## src/rtl/filter_ctrl_pkg.sv

```systemverilog
// Shared types and constants for the filter configuration controller.
package filter_ctrl_pkg;
  localparam int NUM_KEYS    = 3;
  localparam int NUM_PRESETS = 4;
  localparam int LVL_W       = 8;

  typedef enum logic [1:0] {IDLE, PENDING, APPLY} state_e;

  localparam logic [LVL_W-1:0] THRESH_PRESET [NUM_PRESETS] = '{8'd80, 8'd100, 8'd128, 8'd160};
  localparam logic [LVL_W-1:0] BRIGHT_PRESET [NUM_PRESETS] = '{8'd150, 8'd120, 8'd100, 8'd60};

  typedef struct packed {
    logic       thresh_en;
    logic       bright_en;
    logic [1:0] preset_idx;
  } cfg_t;
endpackage

```

## src/rtl/key_debounce.sv

```systemverilog
// Synchronizer, debouncer and press (debounced 1->0) detector for one raw active-low key.
module key_debounce #(
  parameter int SYNC_STAGES     = 2,
  parameter int DEBOUNCE_CYCLES = 250000
) (
  input  logic clk,
  input  logic reset_n,
  input  logic key_raw_n,
  output logic press
);
  localparam int CNT_W = $clog2(DEBOUNCE_CYCLES + 1);

  logic [SYNC_STAGES-1:0] sync_q;
  logic                   stable_q;
  logic [CNT_W-1:0]       cnt_q;
  logic                   key_s;

  assign key_s = sync_q[SYNC_STAGES-1];

  always_ff @(posedge clk or negedge reset_n) begin
    if (!reset_n) begin
      sync_q   <= '1;
      stable_q <= 1'b1;
      cnt_q    <= '0;
      press    <= 1'b0;
    end else begin
      sync_q[0] <= key_raw_n;
      for (int i = 1; i < SYNC_STAGES; i++) sync_q[i] <= sync_q[i-1];
      press <= 1'b0;
      if (key_s == stable_q) begin
        cnt_q <= '0;
      end else if (cnt_q == CNT_W'(DEBOUNCE_CYCLES - 1)) begin
        // Nth consecutive differing cycle: accept; only the falling side is a press.
        stable_q <= key_s;
        cnt_q    <= '0;
        press    <= ~key_s;
      end else begin
        cnt_q <= cnt_q + 1'b1;
      end
    end
  end
endmodule

```

## src/rtl/filter_config_ctrl.sv

```systemverilog
// Key-driven filter configuration: presses edit a shadow config that is applied
// only on a vsync falling edge, so the pipeline never sees a mid-frame change.
module filter_config_ctrl
  import filter_ctrl_pkg::*;
#(
  parameter int DEBOUNCE_CYCLES = 250000,
  parameter int SYNC_STAGES     = 2
) (
  input  logic             clk,
  input  logic             reset_n,
  input  logic [2:0]       key_n,
  input  logic             vsync,
  output logic             thresh_enable,
  output logic             bright_enable,
  output logic [LVL_W-1:0] thresh_level,
  output logic [LVL_W-1:0] bright_level,
  output logic             cfg_update,
  output logic             cfg_pending
);
  logic [NUM_KEYS-1:0] press;
  logic                vsync_q;
  logic                vs_fall;
  logic                any_press;
  state_e              state_q, state_d;
  cfg_t                sh_q, sh_d;

  for (genvar k = 0; k < NUM_KEYS; k++) begin : g_key
    key_debounce #(
      .SYNC_STAGES    (SYNC_STAGES),
      .DEBOUNCE_CYCLES(DEBOUNCE_CYCLES)
    ) u_deb (
      .clk      (clk),
      .reset_n  (reset_n),
      .key_raw_n(key_n[k]),
      .press    (press[k])
    );
  end

  assign vs_fall   = vsync_q & ~vsync;
  assign any_press = |press;

  always_comb begin
    sh_d            = sh_q;
    sh_d.thresh_en  = sh_q.thresh_en ^ press[0];
    sh_d.bright_en  = sh_q.bright_en ^ press[1];
    sh_d.preset_idx = sh_q.preset_idx + {1'b0, press[2]};
  end

  always_ff @(posedge clk or negedge reset_n) begin
    if (!reset_n) state_q <= IDLE;
    else          state_q <= state_d;
  end

  always_comb begin
    state_d = state_q;
    case (state_q)
      IDLE:    if (any_press) state_d = PENDING;
      PENDING: if (vs_fall)   state_d = APPLY;
      APPLY:   state_d = any_press ? PENDING : IDLE;
      default: state_d = IDLE;
    endcase
  end

  // Outputs are loaded on the edge entering APPLY, so during APPLY they hold the
  // shadow as it stood at the start of that cycle (coincident presses included).
  always_ff @(posedge clk or negedge reset_n) begin
    if (!reset_n) begin
      vsync_q       <= 1'b1;
      sh_q          <= '0;
      thresh_enable <= 1'b0;
      bright_enable <= 1'b0;
      thresh_level  <= THRESH_PRESET[0];
      bright_level  <= BRIGHT_PRESET[0];
      cfg_update    <= 1'b0;
    end else begin
      vsync_q    <= vsync;
      sh_q       <= sh_d;
      cfg_update <= (state_d == APPLY);
      if (state_d == APPLY) begin
        thresh_enable <= sh_d.thresh_en;
        bright_enable <= sh_d.bright_en;
        thresh_level  <= THRESH_PRESET[sh_d.preset_idx];
        bright_level  <= BRIGHT_PRESET[sh_d.preset_idx];
      end
    end
  end

  assign cfg_pending = (state_q == PENDING);
endmodule

```

## config.mk

```make
export PLATFORM = sky130hd
export DESIGN_NAME = filter_config_ctrl
export DESIGN_NICKNAME = d
export VERILOG_FILES = /design/src/rtl/filter_ctrl_pkg.sv /design/src/rtl/key_debounce.sv /design/src/rtl/filter_config_ctrl.sv
export SDC_FILE = /design/constraint.sdc
export NUM_CORES = 1
export LEC_CHECK = 0
export BUFFER_PORTS_ARGS = -buffer_cell sky130_fd_sc_hd__buf_2
export CAP_MARGIN = 20
export CORE_ASPECT_RATIO = 1.5
export CORE_MARGIN = 4
export CORE_UTILIZATION = 32
export DETAILED_ROUTE_END_ITERATION = 12
export PLACE_DENSITY = 0.51
export SKIP_CTS_REPAIR_TIMING = 1
export SYNTH_ARGS = -nofsm -noshare
export SYNTH_HDL_FRONTEND = slang
export SYNTH_SLANG_ARGS = --single-unit
```

## constraint.sdc

```tcl
create_clock -name clk -period 4.5 [get_ports clk]
set_input_delay 0.225 -clock clk [delete_from_list [all_inputs] [get_ports clk]]
set_output_delay 0.225 -clock clk [all_outputs]
set_load 0.1 [all_outputs]
```

==> flow_summary.json <==
{
  "grt_setup_unrepaired": "false",
  "grt_max_degree": 86,
  "wl_met1_um": 3170,
  "fin_nets": 416,
  "die_y_um": 143,
  "relSlewSlack_pct": 39.3,
  "vias": 2624,
  "p_comb_share_pct": 3.9,
  "cts.clk_slew.worst_paths_ns": 0.06,
  "io_pins": 26,
  "cts_made_buffers": 9,
  "place.gp.congestion": 0.775,
  "setup.worst_path.class": "reg2reg",
  "pwr-share-clk_pct": 44.9,
  "die_area_mm2": 0.0141,
  "status": "finished clean",
  "p_leak_nw": 1.93,
  "initial_core_util_pct": 32.7,
  "routedWlPerCell_um": 12.7,
  "fin_tns_setup_ns": 0,
  "cts_root_buffer": "clkbuf_16",
  "synth-seq-area-share_pct": 54.9,
  "grt_pass1_wl_um": 12500,
  "synth_cell_types": 38,
  "post-route-period-util_pct": 44.1,
  "highest_layer": "met4",
  "vdd.ir_drop.worst_mv": 0.169,
  "synth-edff-count": 0,
  "p_sw_share_pct": 23.7,
  "rows": 49,
  "clockBufferDepth": 2,
  "skew_ns": 0.00544,
  "p_per_area_mw_per_mm2": 341,
  "insertion_delay_ns": 0.34,
  "met3_wirelength_um": 203,
  "crit_required_ns": 4.69,
  "syn_area_mm2": 0.00391,
  "drc": 0,
  "cts_tree": "yes",
  "intPower_w": 0.00117,
  "port_buffers": 21,
  "drt_pass1_iterations": 4,
  "overflow": 0,
  "syn_avg_cell_area_um2": 10.6,
  "wl_um": 7080,
  "fin_crit_ns": 1.98,
  "synth_fa_ha_area_share_pct": 2.88,
  "crit_fanout": 17,
  "syn_inst": 370,
  "drt-initial-drc-count": 63,
  "hp-class": "in2async",
  "grt_pass1_vias": 2646,
  "ys.flop_type": "dfrtp_1",
  "via_per_inst": 4.69,
  "antenna_found_initial": 0,
  "drv_slew": 0,
  "muxShareOfSynthArea_pct": 0.865,
  "seq_power_share_pct": 51.1,
  "cts_max_level": 3,
  "setup_ws_ns": 2.52,
  "met2_length_um": 3580,
  "final_antenna_net_count": 0,
  "final_core_util_pct": 37.7,
  "fmax_mhz": 504,
  "startpoint_type": "flip-flop",
  "finalHoldViolations": 0,
  "arrival_ns": 2.17,
  "async_flop_share_pct": 100,
  "cts_sinks": 85,
  "r2r_end": "g_key[0].u_deb.cnt_q[10]",
  "worstReg2RegStart": "g_key[0].u_deb.cnt_q[10]",
  "die-width_um": 98.2,
  "synth_xor_area_share_pct": 11.2,
  "grt_usage_pct": 11.0,
  "preCtsSetupSlack_ns": 2.47,
  "synth_top_family_by_area": "simple AND/OR/NAND/NOR gates",
  "n_fill_cell": 1205,
  "setup_viol": 0,
  "ys_warn_count": 0,
  "tightestPinTransition_ns": 0.908,
  "hpwl_um": 4770,
  "yosys.area_share.simple_pct": 23.1,
  "r2r_cells": 4,
  "synth-compound-area-share_pct": 3.81,
  "drive_above_1_share_pct": 15.5,
  "r2r_slack_ns": 2.52,
  "synthToLayoutAreaGrowth_pct": 15.4,
  "n_antenna_cell": 0,
  "cap_violations": 0,
  "ys_ff_latch": 85,
  "power_switching_w": 0.000364,
  "core_area_mm2": 0.0120,
  "cp-end-kind": "flip-flop"
}
sequential cells by signal, summed over array words and instances, names as in the netlist:
signal and cells:
g_key.u_deb.cnt_q 54, g_key.u_deb.press 3, bright_level 4, thresh_level 5, state_q 2, g_key.u_deb.stable_q 3, bright_enable 1, sh_q 4
g_key.u_deb.sync_q 6, thresh_enable 1, cfg_update 1, vsync_q 1
power by group through the flow:
stage                     registers, W   logic, W  clock network (W)
after global placement        0.000799  0.0000555                  0
after detailed placement      0.000799  0.0000562                  0
after global routing          0.000786  0.0000687           0.000753
after floorplan               0.000798  0.0000360                  0
final                         0.000785  0.0000605           0.000690
after CTS                     0.000785  0.0000564           0.000717
cell usage after synthesis, drive strengths merged (4+ instances only):
| master | instances | area (µm²) |
|---|---|---|
| and3 | 5 | 31.3 |
| buf | 10 | 67.6 |
| dfrtp | 71 | 1780 |
| dfstp | 14 | 368 |
| ha | 9 | 113 |
| inv | 14 | 52.6 |
| nand2 | 32 | 120 |
| nand3 | 21 | 105 |
| nand4 | 16 | 115 |
| nor2 | 59 | 221 |
| nor3 | 10 | 50.1 |
| nor3b | 4 | 30.0 |
| nor4 | 16 | 100 |
| o21ai | 7 | 38.8 |
| or4 | 4 | 33.8 |
| xnor2 | 37 | 324 |
| xor2 | 13 | 114 |
critical path: stages (launching register included):
cell,delay [ns]
dfrtp_1,0.43
nor4_1,0.45
nand3_1,0.22
o21ai_2,0.62
nor2_1,0.11
cell families after synthesis:
| family | count (synthesis) |
|---|---|
| XOR/XNOR | 50 |
| adder cells (fa/ha/maj) | 9 |
| flip-flops | 85 |
| multiplexers | 3 |
| other | 1 |
| AND/OR/NAND/NOR | 179 |
| buffers and inverters | 25 |
| AO/OA/AOI/OAI | 18 |
metrics by stage:
step	std cells	power, W	instance area, µm²	hold WS [ns]
floorplan	373	0.000834	3920	-0.0706
global placement	537	0.000855	4150	0.333
detailed placement	537	0.000855	4150	0.331
CTS	553	0.00156	4430	-0.0304
global route	559	0.00161	4510	0.303
finish	559	0.00154	4510	0.282
layer usage:
| metal | vias to the layer above | global-route usage [%] |
|---|---|---|
| met5 | - | 0 |
| li1 | 1330 | - |
| met1 | 1255 | 12.9 |
| met2 | 29 | 18.9 |
| met3 | 10 | 3.21 |
| met4 | 0 | 4.60 |
cell usage in the layout (no fill, tap or decap), types with 13 or more instances in the layout:
| cell | instances |
|---|---|
| nand4_1 | 15 |
| nor2_1 | 59 |
| xor2_1 | 13 |
| nand3_1 | 21 |
| xnor2_1 | 37 |
| buf_2 | 20 |
| nor4_1 | 16 |
| dfrtp_1 | 71 |
| inv_1 | 14 |
| dfstp_2 | 14 |
| nand2_1 | 32 |
worst max-delay path by stage:
stage,start,to,depth (start not counted)
after global routing,g_key[0].u_deb.cnt_q[10],g_key[0].u_deb.cnt_q[2],4
after CTS,g_key[0].u_deb.cnt_q[10],g_key[0].u_deb.cnt_q[10],4
after detailed placement,g_key[0].u_deb.cnt_q[10],g_key[0].u_deb.cnt_q[11],4
final,g_key[0].u_deb.cnt_q[10],g_key[0].u_deb.cnt_q[10],4
after global placement,g_key[0].u_deb.cnt_q[13],g_key[0].u_deb.cnt_q[10],4
after floorplan,state_q[1],thresh_level[7],5
final cells by class:
class | instances | area (µm²) | area share (%)
timing repair buffer | 28 | 193 | 4.27
multi-input combinational | 263 | 1650 | 36.6
inverter | 14 | 52.6 | 1.17
tap | 153 | 191 | 4.25
sequential | 85 | 2140 | 47.6
clock buffer | 10 | 229 | 5.08
clock inverter | 6 | 47.5 | 1.05
(Power assumes the default switching activity.)
